## config.mk

```make
export PLATFORM = sky130hd
export DESIGN_NAME = alu_seg_display
export DESIGN_NICKNAME = d
export VERILOG_FILES = /design/src/rtl/alu_seg_display.sv
export SDC_FILE = /design/constraint.sdc
export NUM_CORES = 1
export LEC_CHECK = 0
export ABC_AREA = 1
export ABC_CLOCK_PERIOD_IN_PS = 2700
export BUFFER_PORTS_ARGS = -buffer_cell sky130_fd_sc_hd__buf_2
export CAP_MARGIN = 5
export CORE_AREA = 4 4 113 115
export CTS_CLUSTER_DIAMETER = 120
export DETAILED_ROUTE_END_ITERATION = 7
export DIE_AREA = 0 0 117 119
export GPL_TIMING_DRIVEN = 0
export MAX_ROUTING_LAYER = met4
export PLACE_DENSITY = 0.59
export SYNTH_ARGS = -nofsm -noshare
export SYNTH_HDL_FRONTEND = slang
export SYNTH_SLANG_ARGS = --single-unit
```

## constraint.sdc

```tcl
create_clock -name clk -period 2.7 [get_ports clk]
set_clock_uncertainty 0.15 [all_clocks]
set_input_delay 0.81 -clock clk [delete_from_list [all_inputs] [get_ports clk]]
set_output_delay 0.81 -clock clk [all_outputs]
set_load 0.02 [all_outputs]
```

## src/rtl/alu_seg_display.sv

```systemverilog
// alu_seg_display: glitch-filters the packed ALU status word and renders it on four
// active-low 7-seg digits, with a debounced hex/signed format toggle and an overflow blink.
module alu_seg_display #(
  parameter logic [15:0] DEB_CYC   = 16'd50000,
  parameter int unsigned BLINK_DIV = 24
) (
  input  logic        clk,
  input  logic        rst_n,
  input  logic [15:0] status_in,
  input  logic        btn_fmt,
  output logic [7:0]  seg0,
  output logic [7:0]  seg1,
  output logic [7:0]  seg2,
  output logic [7:0]  seg3,
  output logic        fmt_led
);

  localparam int unsigned SW = 16;
  localparam int unsigned CW = 10;
  localparam logic [7:0] SEG_BLANK = 8'hFF;
  localparam logic [7:0] SEG_DASH  = 8'hFD;
  localparam logic [7:0] SEG_C     = 8'h63;

  function automatic logic [7:0] digit_seg(input logic [3:0] d);
    logic [7:0] s;
    case (d)
      4'h0:    s = 8'h03;
      4'h1:    s = 8'h9F;
      4'h2:    s = 8'h25;
      4'h3:    s = 8'h0D;
      4'h4:    s = 8'h99;
      4'h5:    s = 8'h49;
      4'h6:    s = 8'h41;
      4'h7:    s = 8'h1F;
      4'h8:    s = 8'h01;
      4'h9:    s = 8'h09;
      4'hA:    s = 8'h11;
      4'hB:    s = 8'hC1;
      4'hC:    s = 8'h63;
      4'hD:    s = 8'h85;
      4'hE:    s = 8'h61;
      default: s = 8'h71;
    endcase
    return s;
  endfunction

  // cap holds only the live fields: {mode[2:0], flow, zero, carry, sum[3:0]}
  logic [SW-1:0]        s1;
  logic [CW-1:0]        cap;
  logic                 sync1;
  logic                 sync2;
  logic                 deb;
  logic [15:0]          deb_cnt;
  logic [BLINK_DIV-1:0] blink_cnt;
  logic                 deb_hit;

  // Status word filter: accept a sample only once it has been seen twice in a row
  always_ff @(posedge clk or negedge rst_n) begin
    if (!rst_n) begin
      s1  <= '0;
      cap <= '0;
    end else begin
      s1 <= status_in;
      if (s1 == status_in) cap <= {s1[15:13], s1[6:0]};
    end
  end

  assign deb_hit = (sync2 != deb) && (deb_cnt == DEB_CYC - 16'd1);

  // Button synchronizer, debouncer and format toggle on the debounced rising edge
  always_ff @(posedge clk or negedge rst_n) begin
    if (!rst_n) begin
      sync1   <= 1'b0;
      sync2   <= 1'b0;
      deb     <= 1'b0;
      deb_cnt <= '0;
      fmt_led <= 1'b0;
    end else begin
      sync1 <= btn_fmt;
      sync2 <= sync1;
      if (sync2 == deb) begin
        deb_cnt <= '0;
      end else if (deb_hit) begin
        deb_cnt <= '0;
        deb     <= sync2;
        if (sync2) fmt_led <= ~fmt_led;
      end else begin
        deb_cnt <= deb_cnt + 16'd1;
      end
    end
  end

  always_ff @(posedge clk or negedge rst_n) begin
    if (!rst_n) blink_cnt <= '0;
    else        blink_cnt <= blink_cnt + BLINK_DIV'(1);
  end

  logic [3:0] sum;
  logic [3:0] mag;
  logic [7:0] seg0_nxt;
  logic [7:0] seg1_nxt;
  logic [7:0] seg2_nxt;
  logic [7:0] seg3_nxt;

  // Digit decode from the filtered word; -8 magnitude wraps to 4'h8 and shows as '8'
  always_comb begin
    sum      = cap[3:0];
    mag      = sum[3] ? 4'(~sum + 4'd1) : sum;
    seg0_nxt = digit_seg(sum);
    seg1_nxt = SEG_BLANK;
    if (fmt_led) begin
      seg0_nxt = digit_seg(mag);
      if (sum[3]) seg1_nxt = SEG_DASH;
    end
    if (cap[6] && blink_cnt[BLINK_DIV-1]) begin
      seg0_nxt = SEG_BLANK;
      seg1_nxt = SEG_BLANK;
    end
    seg2_nxt = digit_seg({1'b0, cap[9:7]});
    if (cap[6])      seg3_nxt = digit_seg(4'hF);
    else if (cap[4]) seg3_nxt = SEG_C;
    else if (cap[5]) seg3_nxt = digit_seg(4'h0);
    else             seg3_nxt = SEG_BLANK;
  end

  always_ff @(posedge clk or negedge rst_n) begin
    if (!rst_n) begin
      seg0 <= SEG_BLANK;
      seg1 <= SEG_BLANK;
      seg2 <= SEG_BLANK;
      seg3 <= SEG_BLANK;
    end else begin
      seg0 <= seg0_nxt;
      seg1 <= seg1_nxt;
      seg2 <= seg2_nxt;
      seg3 <= seg3_nxt;
    end
  end

endmodule

```

==> out/results.tsv, run 1 <==
stage	metric	value	unit
cells_and_area	drive_above_1_share	19.42	%
critical_path	startpoint_type	flip-flop	
route	dr.pass1.iters	4	
floorplanning	die_area	0.01392	mm²
critical_path	crit_chain	inv_1, ha_1, ha_1, o21ai_4, inv_2, nor2_4, nand2_1, nand2_1, o21ai_1, nand2_1	
pwr	finalPower	2926	µW
pwr	ir_drop	0.0003050	V
synth	async_flop_share	100.0	%
clocking	numCtsBuffers	9	
synth	yosysTopAreaCell	dfrtp_1	
sta	rsz0062_at_grt	no	
synth	synth_cell_types	34	
critical_path	cpPeakStageDelay	500	ps
global_route	grt_pass1_vias	3596	
pwr	netSwitchingPower	622.3	µW
critical_path	critPathBufInv	2	
synth	synth_edf_count	0	
synth	synth_most_common_cell	nand2_1	
global_route	grt_pass1_wl	15930	µm
sta	hold_viol_final	0	
synth	avgSynthCellArea	8.019	µm²
floorplanning	row_count	40	
pwr	p_clk_share	49.0	%
cells_and_area	final_cell_area	0.005544	mm²
floorplanning	die_x	117	µm
place	gp_congestion	0.8820	
sta	max_freq	449.1	MHz
global_route	grt_remaining_overflow	0	
sta	fin_crit_sh	82.46	%
sta	period_minus_slack	2226	ps
synth	yosysSeqAreaShare	47.42	%
critical_path	cp_top_family	adder cells	
route	drc	0	
pwr	power.leakage	0.002752	µW
clocking	clock_latency	340	ps
global_route	grt.total_usage	14.43	%
synth	synthFlopType	dfrtp_1	
global_route	grt_max_degree	70	
route	drtIter0Drc	201	
sta	finalSetupViolCount	0	
critical_path	worstPathMaxFanout	8	
cells_and_area	fillers	1163	
critical_path	worst_path_most_repeated_cell	nand2_1	
floorplanning	initial_core_util	40.19	%
critical_path	startpoint	cap[0]	
route	avgViaCountPerCell	4.593	
place	port_buffers	41	
hold_path	hold_class	in -> async	
route	final_antenna_net_count	0	
route	wl_per_cell	11.18	µm
synth	syn_inst	592	
cells_and_area	area_growth	16.79	%
global_route	grt_antenna_before_repair	0	
clocking	cts_setup_buffers	0	
pwr	p_sw_share	21.27	%
clocking	cts_resized	0	
critical_path	path_class	reg -> reg	
flow_run	max-cap-violations	0	
synth	syn_area	0.004747	mm²
clocking	clock_sinks	89	
floorplanning	coreArea	0.01181	mm²
clocking	cts_buffer_depth	2	
route	dr_total_vias	3702	
cells_and_area	utilization	46.94	%
pwr	p_comb_share	4.4	%
pwr	seq_power_share	46.6	%
clocking	cts.clk_slew.worst_paths	70	ps
critical_path	slowest_stage	dfrtp_1	
place	postPlaceCellArea	0.005200	mm²
critical_path	endpoint_kind	flip-flop	
cells_and_area	nets	691	
pwr	internal_power	2304	µW
clocking	hold_buffers	0	
place	dp_hpwl	6746	µm
floorplanning	dieHeight	119	µm
status	status	finished, final reports clean	
floorplanning	ios	52	
sta	drv_slew	0	
cells_and_area	antennaDiodeCount	0	
critical_path	crit_required	2830	ps
pwr	power_density	527.7	mW/mm²
route	routed_wl	9008	µm
synth	synth-seq-cells	89	
synth	synth_common_cells	172 x nand2_1, 74 x inv_1, 74 x nor2_1	
synth	ys_top_cells_by_area	dfrtp_1 37%, nand2_1 14%, dfstp_2 11%	
clocking	clockRootBuffer	clkbuf_16	
critical_path	rr_startpoint	cap[0]	
clocking	htreeDepth	3	
synth	synth_top_area_share	36.90	%
critical_path	critPathArrivalTime	2360	ps
clocking	cts_tree	yes	
synth	ys_warn_count	0	
[area by class of cell]
class                   count  area [µm²]  area share (%)
plain buffers              18       136.4           2.460
clock buffers               9       225.2           4.062
clock inverters             7       118.9           2.144
inverters                  84       315.3           5.687
multi-input cells         410        2078           37.49
flip-flops and latches     89        2251           40.60
well taps                 147       183.9           3.318
repair buffers             42       235.2           4.243
[layout by cell type (no fill, tap or decap), types with 7 or more instances in the layout]
master / count
nor2_1: 74
buf_4: 17
clkbuf_16: 9
ha_1: 18
conb_1: 10
nand2_1: 172
inv_2: 9
nand4_1: 9
nor3_1: 9
o21ai_0: 13
o21ai_1: 7
nand3_1: 38
xor2_1: 15
dfstp_2: 19
inv_1: 74
buf_2: 41
dfrtp_1: 70
[flip-flops by register name (all words and copies together), names as in the netlist, 4 cells and up]
register	count
blink_cnt	24
deb_cnt	16
seg2	7
cap	10
s1	16
seg3	4
seg0	7
[kinds of logic after synthesis]
group / after synthesis / synth area share, %
compound gates: 34 / 4.296
xor+xnor: 19 / 3.506
fa+ha+maj: 18 / 4.744
buf+inv: 102 / 9.515
flops: 89 / 47.42
other cells: 1 / 0.07900
simple gates: 329 / 30.44
[routing by layer]
layer	vias up	global-route usage (%)	part of all wire, %
met4	0	5.591	1.8
met3	11	2.591	3.7
met1	1686	18.90	47
li1	1942	-	-
met5	-	-	0
met2	63	22.19	47
[power groups by stage]
stage	clock network (µW)	logic (µW)	registers, µW
after floorplan	0	68.3	1390
after global placement	0	122	1390
after detailed placement	0	131	1390
after CTS	1480	131	1360
after global routing	1530	149	1370
final	1430	127	1360
[stage by stage]
| stage | worst slack [ps] | cells | hold slack [ps] | setup TNS, ps |
|---|---|---|---|---|
| 2_1_floorplan | 780.3 | 601 | 181.2 | 0 |
| 3_3_place_gp | -118.6 | 789 | 187.3 | -7922 |
| 3_5_place_dp | 506.5 | 790 | 187.3 | 0 |
| 4_1_cts | 476.7 | 806 | 193.8 | 0 |
| 5_1_grt | 335.3 | 806 | 199.9 | 0 |
| 6_report | 473.5 | 806 | 193.3 | 0 |
[path summary, 6_finish.rpt]
kind | endpoint | depth (start not counted) | slack (ps)
min | deb_cnt[13] | 1 | 190
max in group asynchronous | seg2[1] | 2 | 1550
min in group clk | sync2 | 0 | 200
max | seg0[1] | 10 | 470
min reg2reg | sync2 | 0 | 200
max reg2reg | seg0[1] | 10 | 470
Note: power is estimated with default switching activity, not from simulation.
==> run 2, diff against run 1 <==
ABC_CLOCK_PERIOD_IN_PS = 2300   (was 2700)
clock period = 2.3 ns   (was 2.7 ns; I/O delays follow)
==> run 2 against run 1 <==
Compared with the run above:
- clock power grew 17%
- total power grew 17%
- routed wire length is essentially flat
- cell count is the same
- largest cell class unchanged
- largest power group unchanged
==> out/results.tsv, run 2 (synthesis results as in run 1) <==
stage	metric	value	unit	change
critical_path	crit_required	2430	ps	-400 ps
sta	finalSetupViolCount	0		unchanged
route	routed_wl	9006	µm	about the same
global_route	grt.total_usage	14.43	%	unchanged
sta	fin_ws	179.1	ps	-294.4 ps
critical_path	critPathArrivalTime	2250	ps	-110 ps
clocking	clockRootBuffer	clkbuf_16		
pwr	p_clk_share	49.0	%	about the same
cells_and_area	fillers	1164		+0.086%
sta	max_freq	471.5	MHz	+5.0%
clocking	cts_buffer_depth	2		unchanged
cells_and_area	antennaDiodeCount	0		unchanged
pwr	power.leakage	0.002751	µW	about the same
global_route	grt_antenna_before_repair	0		unchanged
cells_and_area	area_growth	16.82	%	about the same
sta	holdWs	73.24	ps	-120.1 ps
route	met1_length	4273	µm	+0.14%
place	pre_cts_ws	106.5	ps	-400.0 ps
sta	rsz0062_at_grt	no		
flow_run	max-cap-violations	0		unchanged
global_route	grt_max_degree	70		unchanged
pwr	seq_power_share	46.7	%	about the same
sta	fin_crit_sh	92.21	%	+9.8 points
pwr	netSwitchingPower	730.3	µW	+17%
critical_path	startpoint_type	flip-flop		
global_route	grt_pass1_vias	3596		unchanged
critical_path	endpoint_kind	flip-flop		
route	final_antenna_net_count	0		unchanged
cells_and_area	drive_above_1_share	19.58	%	+0.15 points
clocking	htreeDepth	3		unchanged
cells_and_area	largest_reg_flops	24		unchanged
clocking	clock_latency	340	ps	about the same
clocking	numCtsBuffers	9		unchanged
route	dr_total_vias	3696		-0.16%
status	status	finished, final reports clean		
clocking	clock_sinks	89		unchanged
route	met3RoutedLength	332	µm	unchanged
clocking	cts_setup_buffers	0		unchanged
place	postPlaceCellArea	0.005200	mm²	unchanged
critical_path	worstPathMaxFanout	8		unchanged
floorplanning	die_x	117	µm	unchanged
cells_and_area	final_cell_mix	172 x nand2_1, 74 x inv_1, 74 x nor2_1		
floorplanning	ios	52		unchanged
route	route.met2.wl	4238	µm	-0.21%
sta	hold_viol_final	0		unchanged
cells_and_area	reg.largest.list	blink_cnt x24, deb_cnt x16, s1 x16		
pwr	internal_power	2704	µW	+17%
route	dr.pass1.iters	4		unchanged
sta	period_minus_slack	2121	ps	-105.6 ps
sta	setup_tns	0	ps	unchanged
pwr	ir_drop	0.0003581	V	+17%
pwr	p_comb_share	4.4	%	about the same
clocking	cts_tree	yes		
cells_and_area	nets	691		unchanged
clocking	hold_buffers	0		unchanged
floorplanning	dieHeight	119	µm	unchanged
floorplanning	die_area	0.01392	mm²	unchanged
place	dp_hpwl	6746	µm	unchanged
floorplanning	initial_core_util	40.19	%	unchanged
route	drtIter0Drc	201		unchanged
floorplanning	row_count	40		unchanged
cells_and_area	final_common_cell	nand2_1		
pwr	power_density	619.4	mW/mm²	+17%
place	dp.cells	790		unchanged
place	gp_congestion	0.8820		unchanged
route	topRoutingLayerUsed	met4		
pwr	p_sw_share	21.26	%	about the same
critical_path	path_class	reg -> reg		
route	drc	0		unchanged
route	wl_per_cell	11.17	µm	about the same
place	port_buffers	41		unchanged
route	avgViaCountPerCell	4.586		-0.16%
floorplanning	coreArea	0.01181	mm²	unchanged
hold_path	hold_class	in -> async		
global_route	grt_remaining_overflow	0		unchanged
cells_and_area	finalNonFillerCells	806		unchanged
global_route	grt_pass1_wl	15930	µm	unchanged
clocking	cts.clk_slew.worst_paths	70	ps	about the same
cells_and_area	final_cell_area	0.005545	mm²	about the same
cells_and_area	largest_register	blink_cnt		
sta	drv_slew	0		unchanged
==> run 2: path summary, 6_finish.rpt <==
check	startpoint	endpoint	slack (ps)	cells after the start
max	cap[0]	seg0[1]	180	10
min	rst_n	deb_cnt[13]	70	1
max reg2reg	cap[0]	seg0[1]	180	10
min reg2reg	sync1	sync2	200	0
max in group asynchronous	rst_n	seg2[1]	1270	2
min in group clk	sync1	sync2	200	0
==> run 2: repair_timing <==
item / 4_1_cts / 5_1_grt
hold endpoints to repair: 0 / 0
resized for setup: 0 / 1
setup endpoints to repair: 0 / 5
==> run 2: cell type report <==
| cell class | count | area (µm²) | share of cell area (%) |
|---|---|---|---|
| Tap cell | 147 | 183.9 | 3.317 |
| Inverter | 84 | 315.3 | 5.686 |
| Buffer | 18 | 136.4 | 2.459 |
| Sequential cell | 89 | 2252 | 40.61 |
| Timing Repair Buffer | 42 | 235.2 | 4.242 |
| Multi-Input combinational cell | 410 | 2078 | 37.48 |
| Clock buffer | 9 | 225.2 | 4.061 |
| Clock inverter | 7 | 118.9 | 2.144 |
==> run 2: worst max-delay path, stage by stage, from the launching register on <==
cell and delay [ps]:
dfrtp_2 470, inv_1 250, ha_1 230, ha_1 260, o21ai_4 250, inv_2 100
nor2_4 110, nand2_1 70, nand2_1 50, o21ai_1 60, nand2_1 60
==> run 2: layer usage <==
metal	vias to the layer above	track usage, %
met2	63	22.19
met1	1680	18.90
met5	-	-
met3	11	2.591
met4	0	5.591
li1	1942	-
==> run 2: power by group through the flow <==
stage / logic (µW) / clock network, µW / registers [µW]
2_1_floorplan: 80.2 / 0 / 1630
3_3_place_gp: 143 / 0 / 1630
3_5_place_dp: 154 / 0 / 1630
4_1_cts: 154 / 1740 / 1600
5_1_grt: 175 / 1800 / 1600
6_report: 150 / 1680 / 1600
==> run 2: stage by stage <==
| step | util [%] | total power, µW |
|---|---|---|
| detailed placement | 44.03 | 1784 |
| global route | 46.95 | 3580 |
| floorplan | - | 1709 |
| finish | 46.95 | 3435 |
| CTS | 46.94 | 3493 |
| global placement | 43.77 | 1773 |
